File: src/rtl/ascon_permutation_engine_if.sv
// Handshake and state bus between the ASCON mode FSM (master) and the
// iterative permutation engine (slave). The 320-bit state is S_0..S_4 with
// S_0 in the most significant 64 bits.
interface ascon_permutation_engine_if;
  logic         start_i;
  logic [319:0] state_i;
  logic [319:0] state_o;
  logic [3:0]   round_o;
  logic         busy_o;
  logic         done_o;

  modport master (
    output start_i, state_i,
    input  state_o, round_o, busy_o, done_o
  );

  modport slave (
    input  start_i, state_i,
    output state_o, round_o, busy_o, done_o
  );
endinterface

File: src/rtl/ascon_permutation_engine.sv
// Iterative ASCON permutation p^a / p^b over a 320-bit state register.
// Each RUN cycle applies constant addition (pc), the 5-bit S-box layer (ps)
// and the linear diffusion layer (pl). ROUNDS selects how many of the last
// rounds are applied: the first round index is 12 - ROUNDS.
// Optional build macro ASCON_DOUBLE_ROUND_EN chains two rounds per clock
// edge (ROUNDS must then be even); the final state is the same either way.
module ascon_permutation_engine #(
  parameter int ROUNDS = 12
) (
  input  logic clock_i,
  input  logic reset_i,
  ascon_permutation_engine_if.slave bus
);

`ifdef ASCON_DOUBLE_ROUND_EN
  localparam int STEP = 2;
`else
  localparam int STEP = 1;
`endif

  localparam logic [3:0] FIRST_ROUND = 4'(12 - ROUNDS);
  localparam logic [3:0] LAST_START  = 4'(12 - STEP);
  localparam logic [3:0] STEP_INC    = 4'(STEP);

  localparam logic [1:0] IDLE = 2'd0;
  localparam logic [1:0] RUN  = 2'd1;
  localparam logic [1:0] DONE = 2'd2;

  if (ROUNDS < 1 || ROUNDS > 12) begin : g_bad_rounds
    $error("ascon_permutation_engine: ROUNDS must be in 1..12");
  end

`ifdef ASCON_DOUBLE_ROUND_EN
  if ((ROUNDS % 2) != 0) begin : g_odd_rounds
    $error("ascon_permutation_engine: ROUNDS must be even in double-round mode");
  end
`endif

  function automatic logic [63:0] rotr(input logic [63:0] x, input int n);
    return (x >> n) | (x << (64 - n));
  endfunction

  function automatic logic [319:0] ascon_round(input logic [319:0] s,
                                               input logic [3:0]   r);
    logic [63:0] x0, x1, x2, x3, x4;
    logic [63:0] t0, t1, t2, t3, t4;
    logic [7:0]  c;
    x0 = s[319:256];
    x1 = s[255:192];
    x2 = s[191:128];
    x3 = s[127:64];
    x4 = s[63:0];
    c  = {4'hF - r, r};
    x2 = x2 ^ {56'd0, c};
    x0 = x0 ^ x4;
    x4 = x4 ^ x3;
    x2 = x2 ^ x1;
    t0 = ~x0 & x1;
    t1 = ~x1 & x2;
    t2 = ~x2 & x3;
    t3 = ~x3 & x4;
    t4 = ~x4 & x0;
    x0 = x0 ^ t1;
    x1 = x1 ^ t2;
    x2 = x2 ^ t3;
    x3 = x3 ^ t4;
    x4 = x4 ^ t0;
    x1 = x1 ^ x0;
    x0 = x0 ^ x4;
    x3 = x3 ^ x2;
    x2 = ~x2;
    x0 = x0 ^ rotr(x0, 19) ^ rotr(x0, 28);
    x1 = x1 ^ rotr(x1, 61) ^ rotr(x1, 39);
    x2 = x2 ^ rotr(x2, 1)  ^ rotr(x2, 6);
    x3 = x3 ^ rotr(x3, 10) ^ rotr(x3, 17);
    x4 = x4 ^ rotr(x4, 7)  ^ rotr(x4, 41);
    return {x0, x1, x2, x3, x4};
  endfunction

  logic [319:0] state_q, state_d;
  logic [3:0]   round_q, round_d;
  logic         busy_q, busy_d;
  logic         done_q, done_d;
  logic [1:0]   fsm_q, fsm_d;
  logic [319:0] round1_state;
  logic [319:0] step_state;

  assign round1_state = ascon_round(state_q, round_q);
`ifdef ASCON_DOUBLE_ROUND_EN
  assign step_state = ascon_round(round1_state, round_q + 4'd1);
`else
  assign step_state = round1_state;
`endif

  // Round sequencing: load on start, advance one step per edge, pulse done.
  always_comb begin
    state_d = state_q;
    round_d = round_q;
    busy_d  = busy_q;
    done_d  = 1'b0;
    fsm_d   = fsm_q;
    case (fsm_q)
      IDLE: begin
        if (bus.start_i) begin
          state_d = bus.state_i;
          round_d = FIRST_ROUND;
          busy_d  = 1'b1;
          fsm_d   = RUN;
        end
      end
      RUN: begin
        state_d = step_state;
        round_d = round_q + STEP_INC;
        if (round_q == LAST_START) begin
          busy_d = 1'b0;
          done_d = 1'b1;
          fsm_d  = DONE;
        end
      end
      DONE: begin
        fsm_d = IDLE;
      end
      default: begin
        fsm_d = IDLE;
      end
    endcase
  end

  // State registers with synchronous reset that also aborts a running permutation.
  always_ff @(posedge clock_i) begin
    if (reset_i) begin
      state_q <= '0;
      round_q <= '0;
      busy_q  <= 1'b0;
      done_q  <= 1'b0;
      fsm_q   <= IDLE;
    end else begin
      state_q <= state_d;
      round_q <= round_d;
      busy_q  <= busy_d;
      done_q  <= done_d;
      fsm_q   <= fsm_d;
    end
  end

  assign bus.state_o = state_q;
  assign bus.round_o = round_q;
  assign bus.busy_o  = busy_q;
  assign bus.done_o  = done_q;

endmodule

File: src/flat_wrapper.sv
// flat-port wrapper written by rule: the top's interface ports become plain ports
module ascon_permutation_engine_flat 
#(
  parameter int ROUNDS = 12
)
  (clock_i, reset_i, bus_start_i, bus_state_i, bus_state_o, bus_round_o, bus_busy_o, bus_done_o);
  ascon_permutation_engine_if bus_i ();
  input  logic clock_i;
  input  logic reset_i;
  input wire logic [$bits(bus_i.start_i)-1:0] bus_start_i;
  input wire logic [$bits(bus_i.state_i)-1:0] bus_state_i;
  output wire logic [$bits(bus_i.state_o)-1:0] bus_state_o;
  output wire logic [$bits(bus_i.round_o)-1:0] bus_round_o;
  output wire logic [$bits(bus_i.busy_o)-1:0] bus_busy_o;
  output wire logic [$bits(bus_i.done_o)-1:0] bus_done_o;
  assign bus_i.start_i = bus_start_i;
  assign bus_i.state_i = bus_state_i;
  assign bus_state_o = bus_i.state_o;
  assign bus_round_o = bus_i.round_o;
  assign bus_busy_o = bus_i.busy_o;
  assign bus_done_o = bus_i.done_o;
  ascon_permutation_engine #(.ROUNDS(ROUNDS)) u_core (.clock_i(clock_i), .reset_i(reset_i), .bus(bus_i));
endmodule
File: config.mk
export PLATFORM = sky130hd
export DESIGN_NAME = ascon_permutation_engine_flat
export DESIGN_NICKNAME = d
export VERILOG_FILES = /design/src/rtl/ascon_permutation_engine_if.sv /design/src/rtl/ascon_permutation_engine.sv /design/src/flat_wrapper.sv
export SDC_FILE = /design/constraint.sdc
export NUM_CORES = 2
export LEC_CHECK = 0
export ABC_AREA = 0
export BUFFER_PORTS_ARGS = -buffer_cell sky130_fd_sc_hd__buf_2
export CELL_PAD_IN_SITES_DETAIL_PLACEMENT = 1
export CELL_PAD_IN_SITES_GLOBAL_PLACEMENT = 2
export CORE_MARGIN = 2
export CORE_UTILIZATION = 36
export CTS_BUF_LIST = sky130_fd_sc_hd__clkbuf_4 sky130_fd_sc_hd__clkbuf_8
export DETAILED_ROUTE_END_ITERATION = 10
export GPL_ROUTABILITY_DRIVEN = 0
export GPL_TIMING_DRIVEN = 1
export PLACE_DENSITY_LB_ADDON = 0.05
export SLEW_MARGIN = 20
export SYNTH_ARGS = -nofsm -noshare
export SYNTH_HDL_FRONTEND = slang
export SYNTH_SLANG_ARGS = --single-unit
File: constraint.sdc
create_clock -name clock_i -period 3.65 [get_ports clock_i]
set_input_delay 0.5475 -clock clock_i [delete_from_list [all_inputs] [get_ports clock_i]]
set_output_delay 0.5475 -clock clock_i [all_outputs]
set_load 0.03 [all_outputs]
Word-level counts from Yosys, hierarchy flattened

Index checks and enable logic that the tools add are counted.

Input bits: 323
Word-level logic and storage cells: 72
Output and inout bits: 326
Register bits: 328

Reduce and logical (&&, ||, !) cells: 6
Muxes and demuxes: 11
Equality and inequality tests: 4
Add/sub/neg operators: 2
Bitwise operators: 44

Operators by type and width:

| kind                | number |
|---|---|
| $xor 64x64->64      | 21 |
| $pmux 320 s2        | 1 |
| $not 64->64         | 6 |
| $and 64x64->64      | 5 |
| $mux 320            | 1 |
| $or 23x64->64       | 1 |
| $or 25x64->64       | 1 |
| $or 3x64->64        | 1 |
| $or 36x64->64       | 1 |
| $or 45x64->64       | 1 |
| $or 47x64->64       | 1 |
| $or 54x64->64       | 1 |
| $or 57x64->64       | 1 |
| $or 58x64->64       | 1 |
| $or 63x64->64       | 1 |
| $xor 64x8->64       | 1 |
| $pmux 4 s2          | 1 |
| $add 4x1->4 const B | 1 |
| $eq 4x4->1 const B  | 1 |
| $mux 2              | 2 |
| $mux 4              | 1 |
| $pmux 2 s2          | 1 |
| $reduce_and 2->1    | 2 |
| $sub 4x4->4 const A | 1 |
| other kinds (10)    | 12 |

Depth between registers and ports, before layout

Word-level depth: 11
Gate-level depth with buffers: 9
Depth with buffers taken out: 8

Worst setup path after synthesis

OpenSTA, ideal clock, no wires.

Path type: register to register
Start: reg u_core.state_q[240] (netlist: u_core.bus.state_o[240])
End: reg u_core.state_q[95] (netlist: u_core.bus.state_o[95])
Setup time: 0.128 ns
Slack: 1.203 ns
Period minus slack after synthesis: 2.447 ns
Data required time: 3.522 ns
Arrival: 2.320 ns
Cell stages (with the launch flop): 8
Path buffers: 0
Cells stage by stage: dfxtp_1 inv_1 ha_1 xnor2_1 xnor2_2 xnor3_1 a222oi_1 nor2_1

Longest elaborated chain between the ends: 6

RTL lines:

| element                | line                            | text |
|---|---|---|
| start, declared        | ascon_permutation_engine.sv:80  | `logic [319:0] state_q, state_d;` |
| start signal, assigned | ascon_permutation_engine.sv:138 | `state_q <= state_d;` |
| $xor 64x64->64         | ascon_permutation_engine.sv:57  | `x2 = x2 ^ x1;` |
| $xor 64x64->64         | ascon_permutation_engine.sv:65  | `x2 = x2 ^ t3;` |
| $xor 64x64->64         | ascon_permutation_engine.sv:70  | `x3 = x3 ^ x2;` |
| $or 47x64->64          | ascon_permutation_engine.sv:40  | `return (x >> n) \| (x << (64 - n));` |
| $xor 64x64->64         | ascon_permutation_engine.sv:75  | `x3 = x3 ^ rotr(x3, 10) ^ rotr(x3, 17);` |
| $pmux 320 s2           | ascon_permutation_engine.sv:102 | `case (fsm_q)` |

No other way between the ends.
A chain may end at the register's enable or synchronous reset.

Worst setup path after layout

Start: reg u_core.round_q[3] (netlist: u_core.bus.round_o[3])
End: reg u_core.state_q[121] (netlist: u_core.bus.state_o[121])

Longest elaborated chain between the ends: 8

RTL lines:

| element                      | line                            | text |
|---|---|---|
| start, declared              | ascon_permutation_engine.sv:81  | `logic [3:0] round_q, round_d;` |
| start signal, assigned       | ascon_permutation_engine.sv:139 | `round_q <= round_d;` |
| $xor 64x8->64                | ascon_permutation_engine.sv:54  | `x2 = x2 ^ {56'd0, c};` |
| $xor 64x64->64               | ascon_permutation_engine.sv:57  |  |
| $xor 64x64->64               | ascon_permutation_engine.sv:65  |  |
| $xor 64x64->64               | ascon_permutation_engine.sv:70  |  |
| $or 54x64->64                | ascon_permutation_engine.sv:40  |  |
| $xor 64x64->64 (2 in series) | ascon_permutation_engine.sv:75  |  |
| $pmux 320 s2                 | ascon_permutation_engine.sv:102 |  |

No other way between the ends.

==> qor.csv <==
stage,metric,value,unit
synth,netlist.area_leader.share,0.236,
synth,synth_cell_types,48,
floorplanning,initial_core_util,0.365,
outcome,violations,negative setup slack,
global_routing,met2_usage,0.658,
floorplanning,dieHeight,282,µm
place,portBuffers,648,
timing,slew_viol_final,0,
setup_path,cp.arrival,4.26,ns
setup_path,path_max_fanout,6,
setup_path,timing_worst_setup_path_type,reg2reg,
timing,final.hold.worst_slack,0.0841,ns
cts,cts_tree,done,
synth,netlist_area,27800,µm²
timing,period_share,1.02,
global_routing,grt-busiest-layer,met2,
detailed_routing,antenna_left,0,
global_routing,grt_start_max_net_pins,120,
setup_path,critical_path.most_common_cell,xnor2_1,
detailed_routing,drc_errors,0,
floorplanning,ioPinCount,649,
place,hpwlAfterDp,143000,µm
global_routing,grt_pass1_wl,240000,µm
layout,final_nets,4331,
global_routing,grt_remaining_overflow,0,
global_routing,grt_usage,0.437,
floorplanning,dieArea,79500,µm²
synth,synth_top_cell_by_area,dfxtp_1,
timing,hold_viol_final,0,
cts,post-cts-setup-buffers,0,
setup_path,path_depth,7,
synth,yosys_warnings,0,
layout,layout_common_cells,"xnor2_1, buf_2, dfxtp_1",
global_routing,grt_pass1_vias,29500,
synth,syn_inst,3160,
setup_path,crit_family,XOR/XNOR gates,
layout,drive_gt1_frac,0.264,
timing,rsz0062_at_grt,false,
synth,synth_edf_count,0,
layout,syn_to_final_growth,25.0,%
cts,root_buffer,clkbuf_8,
floorplanning,core,76200,µm²
detailed_routing,firstDrtPassIters,6,
setup_path,cp_cell_sequence,xor2_1 -> ha_1 -> xnor2_1 -> xnor2_1 -> xnor2_1 -> xnor2_1 -> a211oi_1,
cts,post_cts_resized,0,
synth,synth_fp_nets,3612,
cts,path_clk_slew,0.07,ns
setup_path,r2r_slack,-0.09,ns
cts,clk_latency,0.71,ns
setup_path,crit_required,4.17,ns
cts,clock_sinks,328,
detailed_routing,wl,178000,µm
setup_path,slowest_delay,1.10,ns
cts,clock_path_buffers,3,
floorplanning,rows,101,
setup_path,worstRegToRegCells,7,
setup_path,path_buf_inv,0,
min_path,hp-class,in2reg,
layout,mostFrequentLayoutCell,xnor2_1,
synth,synth.top_cells.by_area,"dfxtp_1, xnor2_1, xor2_1",
timing,max_freq,268,MHz
timing,tightest_slew,1.34,ns
timing,relSlewSlack,0.102,
cts,cts_max_level,3,
synth,ys_async_sr_fraction,0,
global_routing,met1_usage,0.534,
timing,fin_skew,0.0510,ns
synth,synth_seq_cells,328,
detailed_routing,wl_per_cell,35.8,µm
synth,synth-main-ff-cell,dfxtp_1,
setup_path,critical_path.slowest_cell,xnor2_1,
timing,setup_ws,-0.0852,ns
global_routing,antenna_found_initial,12,
flow_run,cap_viol_max_count,0,
setup_path,cp-end-kind,flop,
min_path,hold_path_depth,3,
cts,cts_hold_buf,0,
floorplanning,fp.dieW,282,µm
detailed_routing,via_count,29500,
synth,yosysSeqAreaShare,0.236,
outcome,outcome,finished with violations,
setup_path,start_kind,flop,
detailed_routing,drt_iter0_markers,3647,
global_routing,grtUsageMet3,0.118,
detailed_routing,vias_per_cell,5.93,
synth,synth.avg_cell_area,8.80,µm²
cts,cts_inserted_buffers,69,
timing,finalSetupViolCount,1,
timing,min_period,3.74,ns
worst reg2reg max path: stages (launching register included):
cell and delay [ns]:
dfxtp_1 0.44, xor2_1 0.36, ha_1 0.32, xnor2_1 0.30, xnor2_1 1.10, xnor2_1 0.44
xnor2_1 0.47, a211oi_1 0.13
through the flow:
stage	setup TNS (ns)	instance area (µm²)	util	instances	setup slack [ns]
5_1_grt	0	34800	0.456	4964	0.0231
3_3_place_gp	0	33100	0.435	4838	0.352
3_5_place_dp	0	33200	0.435	4838	0.304
6_report	-0.0852	34800	0.456	4972	-0.0852
4_1_cts	0	34700	0.456	4963	0.259
2_1_floorplan	0	27800	-	3160	1.20
cell type report:
type | instances | area (µm²)
fillers | 9159 | 41400
clock inverters | 11 | 90.1
flip-flops and latches | 328 | 6570
repair buffers | 807 | 4580
well taps | 1030 | 1290
multi-input cells | 2480 | 20100
clock buffers | 114 | 1440
inverters | 193 | 724
diodes | 9 | 22.5
path summary, 6_finish.rpt:
kind / start / to
max: u_core.bus.round_o[3] / u_core.bus.state_o[121]
min reg2reg: u_core.bus.state_o[77] / u_core.bus.state_o[77]
min: bus_state_i[302] / u_core.bus.state_o[302]
max reg2reg: u_core.bus.round_o[3] / u_core.bus.state_o[121]
registers in the layout (all words and copies together), names as in the netlist:
name and flops:
u_core.bus.busy_o 1, u_core.bus.state_o 320, u_core.fsm_q 2, u_core.bus.done_o 1, u_core.bus.round_o 4
cell families after synthesis:
family                   Yosys count  share of synthesized area
multiplexers                      52                     0.0187
AO/OA/AOI/OAI                    615                      0.151
AND/OR/NAND/NOR                  528                     0.0816
buffers and inverters            352                     0.0480
XOR/XNOR                        1092                      0.383
adder cells (fa/ha/maj)          193                     0.0815
flip-flops                       328                      0.236
layer usage:
layer	up-vias	routed length, µm
li1	12300	-
met1	14700	67000
met2	1969	75900
met3	552	19300
met4	4	15800
met5	-	24
synthesized netlist by cell type (34+ instances only):
cell type and count:
a211oi_1 133, a21oi_1 75, a222oi_1 40, a22oi_1 109
clkbuf_1 137, dfxtp_1 328, ha_1 129, inv_1 185
maj3_1 55, mux2i_1 52, nand2_1 172, nand3_1 34
nor2_1 246, o21ai_0 104, o22ai_1 43, xnor2_1 715
xnor2_2 53, xnor3_1 35, xor2_1 270
Power is left out: the tool's default activity adds up to more than one toggle a clock period on the data nets, which glitch-free logic cannot reach.
